<file path="config.mk">
export PLATFORM = sky130hd
export DESIGN_NAME = led_chase_ctrl
export DESIGN_NICKNAME = d
export VERILOG_FILES = /design/src/rtl/led_chase_ctrl.sv
export SDC_FILE = /design/constraint.sdc
export NUM_CORES = 1
export LEC_CHECK = 0
export ABC_AREA = 1
export CAP_MARGIN = 20
export CELL_PAD_IN_SITES_DETAIL_PLACEMENT = 0
export CELL_PAD_IN_SITES_GLOBAL_PLACEMENT = 2
export CORE_MARGIN = 2
export CORE_UTILIZATION = 35
export DETAILED_ROUTE_END_ITERATION = 8
export GPL_ROUTABILITY_DRIVEN = 0
export PLACE_DENSITY = 0.76
export RECOVER_POWER = 50
export SLEW_MARGIN = 10
export SYNTH_ARGS = -nofsm -noshare
export SYNTH_HDL_FRONTEND = slang
export SYNTH_SLANG_ARGS = --single-unit
</file>
<file path="constraint.sdc">
create_clock -name clk -period 2 [get_ports clk]
set_clock_uncertainty 0.15 [all_clocks]
set_input_delay 0.3 -clock clk [delete_from_list [all_inputs] [get_ports clk]]
set_output_delay 0.3 -clock clk [all_outputs]
set_load 0.005 [all_outputs]
</file>
<file path="src/rtl/led_chase_ctrl.sv">
// Run/pause/step sequencer driving the 12-LED decoder with an active-low position code.
// Buttons are synchronized, debounced and edge-detected before reaching the FSM.
module led_chase_ctrl #(
    parameter int unsigned TICK_DIV  = 50_000_000,
    parameter int unsigned DB_CYCLES = 1_000_000,
    parameter int unsigned LAST      = 11
) (
    input  logic       clk,
    input  logic       rst_n,
    input  logic       btn_run_n,
    input  logic       btn_step_n,
    input  logic       btn_dir_n,
    input  logic [1:0] sw_speed,
    input  logic       mode_bounce,
    output logic [3:0] code_n,
    output logic [3:0] pos,
    output logic       dir,
    output logic       running
);

    localparam int unsigned NumBtn  = 3;
    localparam int unsigned BtnRun  = 0;
    localparam int unsigned BtnStep = 1;
    localparam int unsigned BtnDir  = 2;

    localparam logic [3:0]  LastPos = 4'(LAST);
    localparam logic [31:0] DbLimit = 32'(DB_CYCLES - 1);

    typedef enum logic [1:0] {
        StIdle,
        StRun,
        StPause
    } state_e;

    // ------------------------------------------------------------------
    // Button path: 2-FF synchronizer, debouncer, press-edge register
    // ------------------------------------------------------------------
    logic [NumBtn-1:0] btn_raw;
    logic [NumBtn-1:0] sync1_q, sync2_q;
    logic [NumBtn-1:0] db_q, db_d;
    logic [NumBtn-1:0] db_prev_q;
    logic [NumBtn-1:0] ev_q;
    logic [31:0]       db_cnt_q [NumBtn];
    logic [31:0]       db_cnt_d [NumBtn];

    assign btn_raw = {btn_dir_n, btn_step_n, btn_run_n};

    // The count runs only while the synchronized level disagrees with the
    // accepted level; any agreement (a bounce) restarts it.
    always_comb begin
        for (int i = 0; i < NumBtn; i++) begin
            db_d[i]     = db_q[i];
            db_cnt_d[i] = db_cnt_q[i];
            if (sync2_q[i] != db_q[i]) begin
                if (db_cnt_q[i] >= DbLimit) begin
                    db_d[i]     = sync2_q[i];
                    db_cnt_d[i] = '0;
                end else begin
                    db_cnt_d[i] = db_cnt_q[i] + 32'd1;
                end
            end else begin
                db_cnt_d[i] = '0;
            end
        end
    end

    always_ff @(posedge clk or negedge rst_n) begin
        if (!rst_n) begin
            sync1_q   <= '1;
            sync2_q   <= '1;
            db_q      <= '1;
            db_prev_q <= '1;
            ev_q      <= '0;
            for (int i = 0; i < NumBtn; i++) begin
                db_cnt_q[i] <= '0;
            end
        end else begin
            sync1_q   <= btn_raw;
            sync2_q   <= sync1_q;
            db_q      <= db_d;
            db_prev_q <= db_q;
            ev_q      <= db_prev_q & ~db_q;
            for (int i = 0; i < NumBtn; i++) begin
                db_cnt_q[i] <= db_cnt_d[i];
            end
        end
    end

    logic run_ev, step_ev, dir_ev;

    assign run_ev  = ev_q[BtnRun];
    assign step_ev = ev_q[BtnStep];
    assign dir_ev  = ev_q[BtnDir];

    // ------------------------------------------------------------------
    // FSM and prescaler
    // ------------------------------------------------------------------
    state_e      state_q, state_d;
    logic [31:0] presc_q, presc_d;
    logic [31:0] period;
    logic        tick;
    logic        step_adv;

    assign period = TICK_DIV >> sw_speed;
    // >= rather than == so a shortened period fires at once instead of wrapping.
    assign tick   = (state_q == StRun) && (presc_q >= period - 32'd1);

    always_comb begin
        state_d  = state_q;
        presc_d  = presc_q;
        step_adv = 1'b0;
        unique case (state_q)
            StIdle: begin
                presc_d = '0;
                if (run_ev) begin
                    state_d = StRun;
                end else if (step_ev) begin
                    step_adv = 1'b1;
                    state_d  = StPause;
                end
            end
            StRun: begin
                presc_d = tick ? 32'd0 : presc_q + 32'd1;
                if (run_ev) begin
                    state_d = StPause;
                end
            end
            StPause: begin
                if (run_ev) begin
                    state_d = StRun;
                end else if (step_ev) begin
                    step_adv = 1'b1;
                end
            end
            default: begin
                state_d = StIdle;
                presc_d = '0;
            end
        endcase
    end

    // ------------------------------------------------------------------
    // Position / direction update
    // ------------------------------------------------------------------
    logic [3:0] pos_q, pos_d;
    logic [3:0] code_n_q;
    logic       dir_q, dir_d;
    logic       running_q;
    logic       advance;
    logic       flip;

    assign advance = step_adv | tick;

    always_comb begin
        pos_d = pos_q;
        flip  = 1'b0;
        if (advance) begin
            if (!dir_q) begin
                if (pos_q < LastPos) begin
                    pos_d = pos_q + 4'd1;
                end else if (mode_bounce) begin
                    pos_d = LastPos - 4'd1;
                    flip  = 1'b1;
                end else begin
                    pos_d = 4'd0;
                end
            end else begin
                if (pos_q != 4'd0) begin
                    pos_d = pos_q - 4'd1;
                end else if (mode_bounce) begin
                    pos_d = 4'd1;
                    flip  = 1'b1;
                end else begin
                    pos_d = LastPos;
                end
            end
        end
        // A bounce flip and a dir press in the same cycle cancel out.
        dir_d = dir_q ^ flip ^ dir_ev;
    end

    always_ff @(posedge clk or negedge rst_n) begin
        if (!rst_n) begin
            state_q   <= StIdle;
            presc_q   <= '0;
            pos_q     <= '0;
            code_n_q  <= 4'hF;
            dir_q     <= 1'b0;
            running_q <= 1'b0;
        end else begin
            state_q   <= state_d;
            presc_q   <= presc_d;
            pos_q     <= pos_d;
            code_n_q  <= ~pos_d;
            dir_q     <= dir_d;
            running_q <= (state_d == StRun);
        end
    end

    assign pos     = pos_q;
    assign code_n  = code_n_q;
    assign dir     = dir_q;
    assign running = running_q;

endmodule

</file>
==> results of run 1 <==
registers in the layout, summed over array words and instances, names as in the netlist:
signal / count
sync2_q: 3
db_prev_q: 3
running: 1
dir: 1
presc_q: 32
sync1_q: 3
ev_q: 3
db_q: 3
pos: 4
state_q: 2
code_n: 4
db_cnt_q: 96
area by class of cell:
| cell class | instances | area, um2 | area share |
|---|---|---|---|
| timing repair buffer | 136 | 1160 | 0.107 |
| sequential | 155 | 3900 | 0.359 |
| multi-input combinational | 673 | 4360 | 0.401 |
| tap | 285 | 357 | 0.0328 |
| clock buffer | 19 | 443 | 0.0407 |
| clock inverter | 13 | 190 | 0.0175 |
| inverter | 120 | 463 | 0.0426 |
worst paths after layout:
| kind | start | endpoint | slack (ns) | cells after the start |
|---|---|---|---|---|
| max in group asynchronous | rst_n | db_q[1]$_DFFE_PN1P_ | 0.14 | 3 |
| hold reg to reg | sync1_q[0]$_DFF_PN1_ | sync2_q[0]$_DFF_PN1_ | 0.21 | 0 |
| setup / recovery | presc_q[25]$_DFFE_PN0P_ | pos[0]$_DFF_PN0_ | -0.06 | 12 |
| hold / removal | sync1_q[0]$_DFF_PN1_ | sync2_q[0]$_DFF_PN1_ | 0.21 | 0 |
| setup reg to reg | presc_q[25]$_DFFE_PN0P_ | pos[0]$_DFF_PN0_ | -0.06 | 12 |
| min in group asynchronous | rst_n | presc_q[20]$_DFFE_PN0P_ | 0.53 | 2 |
repair_timing:
| action | in CTS | in global routing |
|---|---|---|
| setup buffers | 2 | 17 |
| cloned | 0 | 3 |
| hold endpoints to repair | 35 | 0 |
| hold buffers | 1 | 0 |
| gates resized for setup | 32 | 122 |
| endpoints found under the setup margin | 65 | 101 |
| pin swaps | 15 | 53 |
where the power goes:
part / leakage, uW / internal (uW) / switching (uW)
Clock: 0.000308 / 2140 / 1320
Sequential: 0.00200 / 3360 / 157
Combinational: 0.00243 / 745 / 1060
metal layers:
| metal | wire, um | up-vias |
|---|---|---|
| li1 | - | 3296 |
| met2 | 8650 | 54 |
| met1 | 8970 | 3002 |
| met4 | 308 | 0 |
| met3 | 445 | 21 |
| met5 | 0 | - |
critical path, delay by kind of cell, from the launching register on:
family          cells  cell delay (ns)
simple gates        6             0.48
flops               1             0.42
buf+inv             1             0.16
fa+ha+maj           1             0.27
compound gates      4             0.48
stage by stage:
step	hold slack [ns]	area (um2)
3_5_place_dp	0.132	9400
4_1_cts	0.107	10200
6_report	0.208	10900
2_1_floorplan	-0.146	8170
5_1_grt	0.214	10900
3_3_place_gp	0.128	9400
layout by cell type, fill, tap and decap left out, types with 4 or more instances in the layout:
master	instances
dfrtp_1	138
bufinv_16	4
nor4_1	14
o22ai_2	11
nor2_4	20
inv_6	4
o21ai_1	14
nor2_1	87
nor2_2	20
nand2_4	6
o22ai_1	4
clkbuf_16	19
ha_1	16
nand2_2	15
ha_4	13
nand3_4	4
conb_1	42
nor3_1	18
nor3_2	10
dfstp_2	13
a21o_1	4
nand2_1	171
nand3_1	33
o21ai_2	10
buf_12	4
nand4_1	26
buf_4	102
o21ai_0	22
clkdlybuf4s50_1	11
inv_2	11
dlygate4sd3_1	4
inv_1	107
xor2_1	53
xnor2_1	12
a21oi_1	8
nand3_2	8
buf_6	7
kinds of logic after synthesis:
kind of cell,count (synthesis),synth area share
AO/OA/AOI/OAI,87,0.0721
XOR/XNOR,66,0.0723
adder cells (fa/ha/maj),30,0.0469
buffers and inverters,131,0.0662
flip-flops,155,0.487
other,2,0.000939
AND/OR/NAND/NOR,448,0.254
==> impl_metrics.toml, run 1 <==
[run_status]
status = "finished with violations"
violations = "negative setup slack"

[sta]
slew_headroom = 0.167
period_share = 1.03
tightest_slew_ns = 1.25
finalWorstSetupSlack_ns = -0.0593
slew_viol_final = 0
rsz0062_at_grt = "yes"
fmax_mhz = 486
period_needed_ns = 2.06
hold_violations = 0
setup_viol = 27
fin_tns_setup_ns = -0.739

[floorplanning]
start_util = 0.355
ioPinCount = 18
die_h_um = 155
core_area_um2 = 22500
die_area_um2 = 24100
rows = 55
dieWidth_um = 155

[global_routing]
grt_start_max_net_pins = 47
busiest_layer = "met2"
grt_use_met2 = 0.255
grt_pass1_wl_um = 31200
grtUsageTotal = 0.161
grt-ovfl-total = 0
met3_usage = 0.0323
met1_usage = 0.223
grt_pass1_vias = 6365
grt_antenna_before_repair = 0

[cells_and_area]
n_fill_cell = 2198
fin_util = 0.483
layout.nets = 1141
area_delta_synth_final_pct = 36.0
drive_gt1_frac = 0.282
diodes = 0
stdcell_count = 1401

[route]
drtIter0Drc = 282
drc = 0
vias = 6373
via_per_inst = 4.55
wirelength_um = 18400
dr.pass1.iters = 4
antenna_left = 0
drt-wirelength-per-cell_um = 13.1

[critical_path]
crit_path_max_incr_delay_ns = 0.42
cp.required_ns = 2.16
end_kind = "register"
cp_cell_sequence = "ha_4, a21oi_4, nor2_2, o21ai_1, nand2_1, a21oi_4, nand2_8, nand2_8, nand2_8, buf_12, nand2_4, o21ai_2"
cpMostUsedCell = "nand2_8"
cp_max_fo = 8
startpoint_type = "register"
crit_slowest_cell = "dfrtp_1"
critPathKind = "register to register"
crit_arrival_ns = 2.22

[synthesis]
ys_seq_area_frac = 0.487
syn_avg_cell_area_um2 = 8.70
synthArstFlopShare = 1.00
synth_warnings = 0
yosys-top-cells-area = "dfrtp_1 (43%), nand2_1 (8.7%), xor2_1 (5.9%), nor2_1 (5.6%), dfstp_2 (5.3%)"
ys_types = 44
yosysMostFrequentCell = "nand2_1"
synth_seq_cells = 155
yosys.area.top_type = "dfrtp_1"
yosys_most_used_dff = "dfrtp_1"
syn-instance-count = 919
netlist_area_um2 = 8000
yosys-top-cells-count = "nand2_1 (186), dfrtp_1 (139), nor2_1 (120), inv_1 (109), xor2_1 (54)"
synth_top_area_share = 0.435
synth_edf_count = 0

[run]
max-cap-violations = 0

[power_and_ir_drop]
powerDensity_nw_per_um2 = 808
vdd_ir_drop_max_v = 0.000492
power_uw = 8780
p_leak_uw = 0.00474

[cts]
cts_made_buffers = 17
cts_tree = "built"
clock_latency_ns = 0.42
cts.path.max_buffers = 2
cts_root_buf = "clkbuf_16"
h-tree-depth = 4
clkSlewWorstSetupHoldPaths_ns = 0.06
cts.sink_count = 155

[placement]
dp_cells = 1346
place_hpwl_um = 13300
numPortBuffers = 17
place_ws_ns = -1.01

[min_path]
hold_class = "register to register"
Power figures use the tool's default switching activity.
==> run 2, diff against run 1 <==
ABC_AREA = not set   (was 1)
CORE_UTILIZATION = 38   (was 35)
GPL_TIMING_DRIVEN = 0   (was not set)
PLACE_DENSITY = 0.77   (was 0.76)
==> run 2 against run 1 <==
Net effect: the run ends with max-capacitance violations, max-slew violations, negative setup slack left; largest cell class unchanged; count of clock-buffer cells in the layout down 2; sequential cell count unchanged; critical path depth is 2 lower; fmax shrank 21%; critical path type unchanged; first-iteration DRC count fell by 37%; die area fell by 15%; register-to-register slack got worse by 0.54 ns; area after synthesis decreased by 8.0%.
==> impl_metrics.toml, run 2 <==
[route]
drt-wirelength-per-cell_um = 14.9
drc = 0
via_per_inst = 5.03
antenna_left = 0
vias = 5542
wirelength_um = 16400
drtIter0Drc = 178
dr.pass1.iters = 4

[placement]
dp_cells = 1006
numPortBuffers = 17
place_hpwl_um = 9890
place_ws_ns = -1.55

[sta]
setup_viol = 200
slew_headroom = -0.0785
fmax_mhz = 384
rsz0062_at_grt = "yes"
hold_violations = 0
fin_tns_setup_ns = -42.95
slew_viol_final = 62
finalWorstSetupSlack_ns = -0.602
period_needed_ns = 2.60
tightest_slew_ns = 1.62
period_share = 1.30

[min_path]
hold_class = "register to register"

[critical_path]
crit_slowest_cell = "dfrtp_1"
rr_worst_depth = 10
startpoint = "presc_q[30]$_DFFE_PN0P_"
cp.depth = 10
startpoint_type = "register"
cp_cell_sequence = "ha_4, nand4_1, nor4_4, nand2_1, nor4_4, buf_4, nor3_4, buf_6, buf_6, a32o_2"
rr_endpoint = "presc_q[21]$_DFFE_PN0P_"
reg2reg_from = "presc_q[30]$_DFFE_PN0P_"
crit_arrival_ns = 2.76
crit_path_max_incr_delay_ns = 0.43
crit_family = "simple AND/OR/NAND/NOR gates"
endpoint = "presc_q[21]$_DFFE_PN0P_"
r2r_slack_ns = -0.60
end_kind = "register"
critPathKind = "register to register"
cp.required_ns = 2.16
path_buf_inv = 3
cp_max_fo = 5

[cells_and_area]
multiInputGateArea_um2 = 4220
mostFrequentLayoutCells = "dfrtp_1 (132), buf_4 (51), nand2_1 (49)"
stdcell_count = 1101
n_fill_cell = 1605
largest_reg_flops = 96
diodes = 0
top_regs = "db_cnt_q (96), presc_q (32)"
area_delta_synth_final_pct = 38.7
fin_util = 0.542
layout.nets = 866
drive_gt1_frac = 0.316
regMostFlops = "db_cnt_q"
layout_commonest_cell = "dfrtp_1"
seqCellArea_um2 = 3910

[run]
max-cap-violations = 1

[synthesis]
ys_seq_area_frac = 0.530
syn_avg_cell_area_um2 = 10.7
yosys.area.top_type = "dfrtp_1"
synth_edf_count = 0
yosysMostFrequentCell = "dfrtp_1"
synth_seq_cells = 155
syn-instance-count = 688
synth_top_area_share = 0.473
ys_types = 54
synthArstFlopShare = 1.00
yosys_most_used_dff = "dfrtp_1"
yosys-top-cells-count = "dfrtp_1 (139), nor2_1 (92), nand2_1 (51), xor2_1 (47), nand3_1 (41)"
yosys-top-cells-area = "dfrtp_1 (47%), dfstp_2 (5.7%), xor2_1 (5.6%), ha_1 (5.1%), xnor2_1 (4.8%)"
netlist_area_um2 = 7350
synth_warnings = 0

[power_and_ir_drop]
p_leak_uw = 0.00423
pwr-share-comb = 0.178
pwr-share-clk = 0.420
intPower_uw = 6210
powerDensity_nw_per_um2 = 839
swShare = 0.274
pwr-share-seq = 0.402
vdd_ir_drop_max_v = 0.000684
power_uw = 8550
power.switching_uw = 2340

[global_routing]
grt_antenna_before_repair = 0
grt_start_max_net_pins = 95
grt_pass1_vias = 5646
grtUsageTotal = 0.170
grt-ovfl-total = 0
grt_pass1_wl_um = 27500

[floorplanning]
core_area_um2 = 18800
ioPinCount = 18
die_area_um2 = 20500
rows = 50
dieWidth_um = 143
start_util = 0.391
die_h_um = 143

[cts]
cts_tree = "built"
cts.path.max_buffers = 2
clock_latency_ns = 0.42
cts.sink_count = 155
cts_made_buffers = 17
clkSlewWorstSetupHoldPaths_ns = 0.06
cts_root_buf = "clkbuf_16"
h-tree-depth = 4

[run_status]
violations = "max-capacitance violations, max-slew violations, negative setup slack"
status = "finished with violations"
==> run 2: changes by cell type in the layout (fill, tap and decap cells not counted), sizes merged, moves of 28 or more <==
cell	before	now
inv	123	28
xnor2	12	40
nand2	195	52
buf	116	69
o21ai	46	11
nor2	128	93
==> run 2: power by group through the flow <==
stage	clock network (uW)	registers (uW)	logic [uW]
CTS	3700	3440	1480
global route	3830	3460	1670
floorplan	0	3480	799
global placement	0	3500	1250
detailed placement	0	3500	1280
finish	3590	3440	1520
==> run 2: how the worst min path moves through the flow <==
stage	start	end	slack, ns	depth (start not counted)
2_1_floorplan	rst_n	db_cnt_q[0]$_DFF_PN0_	-0.15	0
3_3_place_gp	sync1_q[2]$_DFF_PN1_	sync2_q[2]$_DFF_PN1_	0.20	0
3_5_place_dp	rst_n	presc_q[4]$_DFFE_PN0P_	0.12	1
4_1_cts	btn_run_n	sync1_q[0]$_DFF_PN1_	0.11	1
5_1_grt	sync1_q[0]$_DFF_PN1_	sync2_q[0]$_DFF_PN1_	0.21	0
6_report	sync1_q[0]$_DFF_PN1_	sync2_q[0]$_DFF_PN1_	0.21	0
==> run 2: through the flow <==
stage	hold WS [ns]	cell area, um2
after floorplan	-0.146	7740
after global placement	0.197	8240
after detailed placement	0.118	8270
after CTS	0.111	9940
after global routing	0.212	10200
final	0.208	10200
==> run 2: final cells by class <==
type | count | share of cell area
flip-flops and latches | 155 | 0.383
inverters | 23 | 0.0104
multi-input cells | 526 | 0.414
clock inverters | 15 | 0.0231
repair buffers | 82 | 0.0725
well taps | 260 | 0.0319
clock buffers | 17 | 0.0417
plain buffers | 23 | 0.0236
==> run 2: worst reg2reg max path, stage by stage, from the launching register on <==
cell and delay [ns]:
dfrtp_1 0.43, ha_4 0.29, nand4_1 0.14, nor4_4 0.28, nand2_1 0.13, nor4_4 0.32
buf_4 0.19, nor3_4 0.04, buf_6 0.14, buf_6 0.13, a32o_2 0.26
==> run 2: kinds of logic (layout without fill, tap and decap cells) <==
family                     count (synthesis)  in the layout  share of synthesized area
DFF                                      155            155                      0.530
adders and majority gates                 31             31                     0.0526
buffers and inverters                     47            160                     0.0267
xor gates and xnor gates                  87             87                      0.104
other                                      2             42                    0.00102
AOI/OAI and AO/OA                         84             84                     0.0905
muxes                                      9              9                     0.0134
and+or+nand+nor                          273            273                      0.182
==> run 2: repair_timing <==
item                                    CTS  global route
setup buffers                            46            11
endpoints found under the setup margin  104           104
endpoints found under the hold margin    53             0
hold buffers                              1             0
pin swaps                                77            27
cloned                                    8             0
resized for setup                       139            57
==> run 2: per-layer routing <==
| metal | part of all wire | global-route usage |
|---|---|---|
| met5 | 0 | 0 |
| met4 | 0.0094 | 0.0552 |
| met3 | 0.026 | 0.0352 |
| met2 | 0.51 | 0.286 |
| met1 | 0.46 | 0.218 |
==> patch 1 (settings of run 1) <==
Register the output `pos` once more, cleared by the reset; this adds one clock of latency there. The other outputs are not delayed to match.
--- a/src/rtl/led_chase_ctrl.sv
+++ b/src/rtl/led_chase_ctrl.sv
@@ -197,7 +197,13 @@
         end
     end
 
-    assign pos     = pos_q;
+    always_ff @(posedge clk or negedge rst_n) begin
+        if (!rst_n) begin
+            pos <= '0;
+        end else begin
+            pos <= pos_q;
+        end
+    end
     assign code_n  = code_n_q;
     assign dir     = dir_q;
     assign running = running_q;
Formal check against the unedited RTL: no difference found for any inputs over 10 cycles, from zero or initial values and one cycle with rst_n low; that may be too few to reach the edited logic, so the function may still have changed.
==> patch 1 against run 1 <==
The run still ends with setup timing left. Power fell by 1.4%. Fmax decreased by 5.5%. Setup slack worse by 0.12 ns. Sequential cell count is 4 higher. Sequential power increased by 3%. Routed wire length increased by 1.2%. Synthesized area decreased by 0.99%. Count of clock-buffer cells in the layout increased by 2. First-iteration DRC count fell by 37%. Design area up 7.4%. Critical endpoint is now presc_q[1]. Highest routed layer unchanged.
==> patch 1: results (changes against run 1) <==
Setup path
  – Largest stage delay on the critical path: 0.44 ns (+0.02 ns)
  – Worst path arrival time: 2.33 ns (+0.11 ns)
  – Worst reg2reg path endpoint: presc_q[1]
  – Worst-path fanout max: 6 (-2)
  – WP depth: 11 (-1)
  – Worst setup path start: presc_q[23]
  – R2R Path Start: presc_q[23]
  – Worst path top cell family by delay: simple AND/OR/NAND/NOR gates
  – FF-to-FF path depth: 11 (-1)
  – Max stage delay cell, worst path: dfrtp_2

Route
  – Initial DRC Count: 178 (-37%)
  – Via-to-Cell Ratio: 4.575 (+0.58%)
  – M1 wire length: 8.804 mm (-1.9%)
  – Met3 WL: 355 µm (-20%)
  – DR WL met2: 9.249 mm (+7.0%)
  – Via count: 6483 (+1.7%)
  – Routed WL per cell: 13.12 µm (about the same)

Power
  – Leak: 5.127 nW (+8.2%)
  – Int Pwr: 6.144 mW (-1.6%)
  – Max IR drop VDD: 0.4931 mV (+0.21%)
  – Sw Ratio: 29.03% (+0.075 points)
  – Comb power frac: 21.6% (+1.0 points)

Worst hold path
  – Hold Crit Depth: 0 (unchanged)

Yosys
  – Top cells by count, synth: 159 x nand2_1, 143 x dfrtp_1, 119 x inv_1
  – Yosys cell types: 50 (+14%)
  – Top cells by area, synth: dfrtp_1 45%, nand2_1 7.5%, inv_1 5.6%
  – Mean post-synth cell area: 8.858 µm² (+1.8%)
  – Compound-cell area share of the yosys netlist: 7.316% (+0.10 points)
  – Synth Area in XOR/XNOR: 4.866% (-2.4 points)
  – Seq/Total Area, Yosys: 50.50% (+1.7 points)
  – Adder-cell share of the synthesized area: 4.740% (+0.047 points)

Layout
  – N_diodes: 0 (unchanged)
  – # fillers: 2105 (-4.2%)
  – Final instance area: 11670 µm² (+7.4%)
  – Layout cells sized above 1: 37.99% (+9.8 points)
  – Fin nets: 1157 (+1.4%)

Outcome
  – Violations in the final reports: setup timing
  – Status: finished, violations left

Global route
  – Tot GR Track Use: 15.69% (-0.42 points)
  – Largest net degree at the start of global routing: 57 (+21%)
  – Vias in the first global route: 6340 (-0.39%)
  – Global Route met2 Usage: 25.85% (+0.31 points)
  – First-pass GRT wire length: 30.09 mm (-3.5%)
  – GRT met1 Usage: 21.19% (-1.1 points)

CTS
  – Post-CTS sizing: 125 (+290%)
  – H-tree levels: 4 (unchanged)
  – Setup bufs post-CTS: 11 (+9)
  – Clock Root Buffer: clkbuf_16
  – Cts bufs inserted: 17 (unchanged)

Placed design
  – Placed Cells: 1332 (-1.0%)
  – DPL Wire Length: 12.23 mm (-7.7%)
  – Worst setup slack after placement: -1.066 ns (-0.05461 ns)
  – Post-DP Area: 9380 µm² (-0.24%)

Timing
  – Setup TNS: -5.074 ns (-4.336 ns)
  – Final WS setup: -0.1782 ns (-0.1189 ns)
  – Worst slew margin: 5.555% (-11 points)
  – Setup-failing EPs final: 64 (+140%)
patch 1: changes by cell type after synthesis, sizes merged, moves of 7 or more:
cell and change:
nand2 -29, xor2 -18, nor3b +14, a21oi +12
nand4 -9, nand3 +8, o21ai -8, nor2 -7
patch 1: area by class of cell:
class	instances	area share [%]
inverters	122	3.944
flip-flops and latches	159	34.27
well taps	285	3.054
clock buffers	21	4.030
multi-input cells	639	40.06
clock inverters	11	0.9217
repair buffers	180	13.72
patch 1: worst min path at each step:
| stage | start | end | slack [ns] |
|---|---|---|---|
| floorplan | rst_n | db_cnt_q[0] | -0.15 |
| global placement | rst_n | db_cnt_q[75] | 0.03 |
| detailed placement | rst_n | db_cnt_q[75] | 0.03 |
| CTS | btn_dir_n | sync1_q[2] | 0.11 |
| global route | sync1_q[2] | sync2_q[2] | 0.21 |
| finish | sync1_q[0] | sync2_q[0] | 0.21 |
==> patch 2 (settings of run 1) <==
Made on the original files. Set the parameter `LAST` to 8 (it was 11).
--- a/src/rtl/led_chase_ctrl.sv
+++ b/src/rtl/led_chase_ctrl.sv
@@ -3,7 +3,7 @@
 module led_chase_ctrl #(
     parameter int unsigned TICK_DIV  = 50_000_000,
     parameter int unsigned DB_CYCLES = 1_000_000,
-    parameter int unsigned LAST      = 11
+    parameter int unsigned LAST      = 8
 ) (
     input  logic       clk,
     input  logic       rst_n,
Function: same outputs for any inputs over 10 cycles, from zero or initial values and one cycle with rst_n low; that may be too few to reach the edited logic, so the function may still have changed.
==> patch 2 against run 1 <==
Critical endpoint is now presc_q[14]. Count of clock-buffer cells in the layout shrank 1. Routed wire length grew 2.3%. Synthesized area shrank 0.23%. Setup slack lost 0.0082 ns. Critical path depth shrank 2. Sequential cell count is the same. Design area grew 0.31%. Sequential share of layout area shrank 0.054 points. Power grew 0.35%. The flow still finishes with violations (setup timing). Global-route usage is essentially flat. Synthesized cell count shrank 0.87%.
==> patch 2: results (changes against run 1) <==
Timing
  – Worst slew margin: 29.91% (+13 points)
  – Final WS setup: -0.06750 ns (-0.008248 ns)
  – Setup-failing EPs final: 24 (-11%)

Route
  – Via-to-Cell Ratio: 4.630 (+1.8%)
  – Initial DRC Count: 236 (-16%)
  – Routed WL per cell: 13.60 µm (+3.7%)

CTS
  – Clk buf depth: 2 (unchanged)
  – Worst-skew pair later-pin latency: 0.42 ns (about the same)

Yosys
  – Async SR Flop Fraction: 100.0% (unchanged)
  – Yosys cell types: 41 (-6.8%)
  – Top cells by count, synth: 160 x nand2_1, 139 x dfrtp_1, 131 x nor2_1
  – Seq/Total Area, Yosys: 48.86% (+0.11 points)
  – Top cells by area, synth: dfrtp_1 44%, nand2_1 7.5%, xor2_1 6.3%

Global route
  – Vias in the first global route: 6388 (+0.36%)
  – Largest net degree at the start of global routing: 47 (unchanged)
  – First-pass GRT wire length: 31.13 mm (-0.16%)
  – Tot GR Track Use: 16.12% (about the same)

Placed design
  – DPL Wire Length: 13.19 mm (-0.56%)
  – Port Buffer Count: 17 (unchanged)
  – Post-DP Area: 9300 µm² (-1.1%)
  – Worst setup slack after placement: -0.8910 ns (+0.1200 ns)

Outcome
  – Status: finished, violations left
  – Violations in the final reports: setup timing

Power
  – Leak: 4.649 nW (-1.9%)
  – Max IR drop VDD: 0.6291 mV (+28%)

Layout
  – Layout cells sized above 1: 29.54% (+1.3 points)
  – Fin nets: 1125 (-1.4%)
  – # fillers: 2173 (-1.1%)

Setup path
  – Worst-path fanout max: 7 (-1)
  – Worst path top cell family by delay: simple AND/OR/NAND/NOR gates

Worst hold path
  – Min-Delay Path Class: reg -> reg
[patch 2: cell count changes after synthesis, moves of 4 or more]
cell and change:
nand2_1 -26, nor2_1 +11, a21oi_1 +9, inv_2 -8, nand3_1 +8, o21ai_2 -6, clkbuf_1 +5, nor3_1 +5
inv_1 -4, o21ai_0 -4
[patch 2: path summary, 6_finish.rpt]
path	startpoint	endpoint	slack [ns]	depth (start not counted)
max in group asynchronous	rst_n	sync2_q[0]	0.21	3
worst max-delay path	presc_q[31]	presc_q[14]	-0.07	10
worst max register to register	presc_q[31]	presc_q[14]	-0.07	10
min in group asynchronous	rst_n	presc_q[15]	0.44	2
worst min-delay path	sync1_q[2]	sync2_q[2]	0.21	0
worst min register to register	sync1_q[2]	sync2_q[2]	0.21	0
[patch 2: timing repair]
| item | in CTS | in global routing |
|---|---|---|
| endpoints found under the hold margin | 38 | 0 |
| pin swaps | 9 | 56 |
| resized for setup | 42 | 142 |
| hold buffers | 1 | 0 |
| setup endpoints to repair | 77 | 104 |
| cloned | 1 | 3 |
| buffers inserted | 3 | 17 |
[patch 2: area by class of cell]
class	count	area [µm²]	share of cell area [%]
Multi-Input combinational cell	674	4456	40.84
Sequential cell	155	3906	35.81
Timing Repair Buffer	129	1134	10.39
Clock buffer	18	429.2	3.934
Inverter	107	404.1	3.705
Tap cell	285	356.6	3.269
Clock inverter	14	224.0	2.053
[patch 2: logic make-up (layout without fill, tap and decap cells)]
group | count (synthesis) | after routing | synth area share, %
buf+inv | 125 | 268 | 6.320
xor+xnor | 71 | 71 | 7.794
fa+ha+maj | 33 | 33 | 5.175
simple gates | 440 | 441 | 24.89
flops | 155 | 155 | 48.86
compound gates | 85 | 85 | 6.868
other cells | 2 | 44 | 0.09412
[patch 2: layer usage]
| layer | global-route usage, % | up-vias | routed length (µm) |
|---|---|---|---|
| met5 | 0 | - | 0 |
| met4 | 4.850 | 0 | 286 |
| met1 | 22.25 | 3038 | 9288 |
| met3 | 2.730 | 21 | 472 |
| li1 | - | 3273 | - |
| met2 | 26.07 | 66 | 8742 |
[patch 2: per-stage QoR]
| stage | TNS [ns] | power [mW] | std cells |
|---|---|---|---|
| after CTS | -1.464 | 8.795 | 1363 |
| final | -1.140 | 8.814 | 1382 |
| after global routing | -6.866 | 9.273 | 1382 |
| after floorplan | -7.574 | 4.407 | 953 |
| after global placement | -31.87 | 5.158 | 1326 |
| after detailed placement | -33.89 | 5.159 | 1326 |
[patch 2: power breakdown]
group,switching (mW),internal (mW)
Combinational,0.990,0.753
Sequential,0.149,3.36
Clock,1.41,2.15
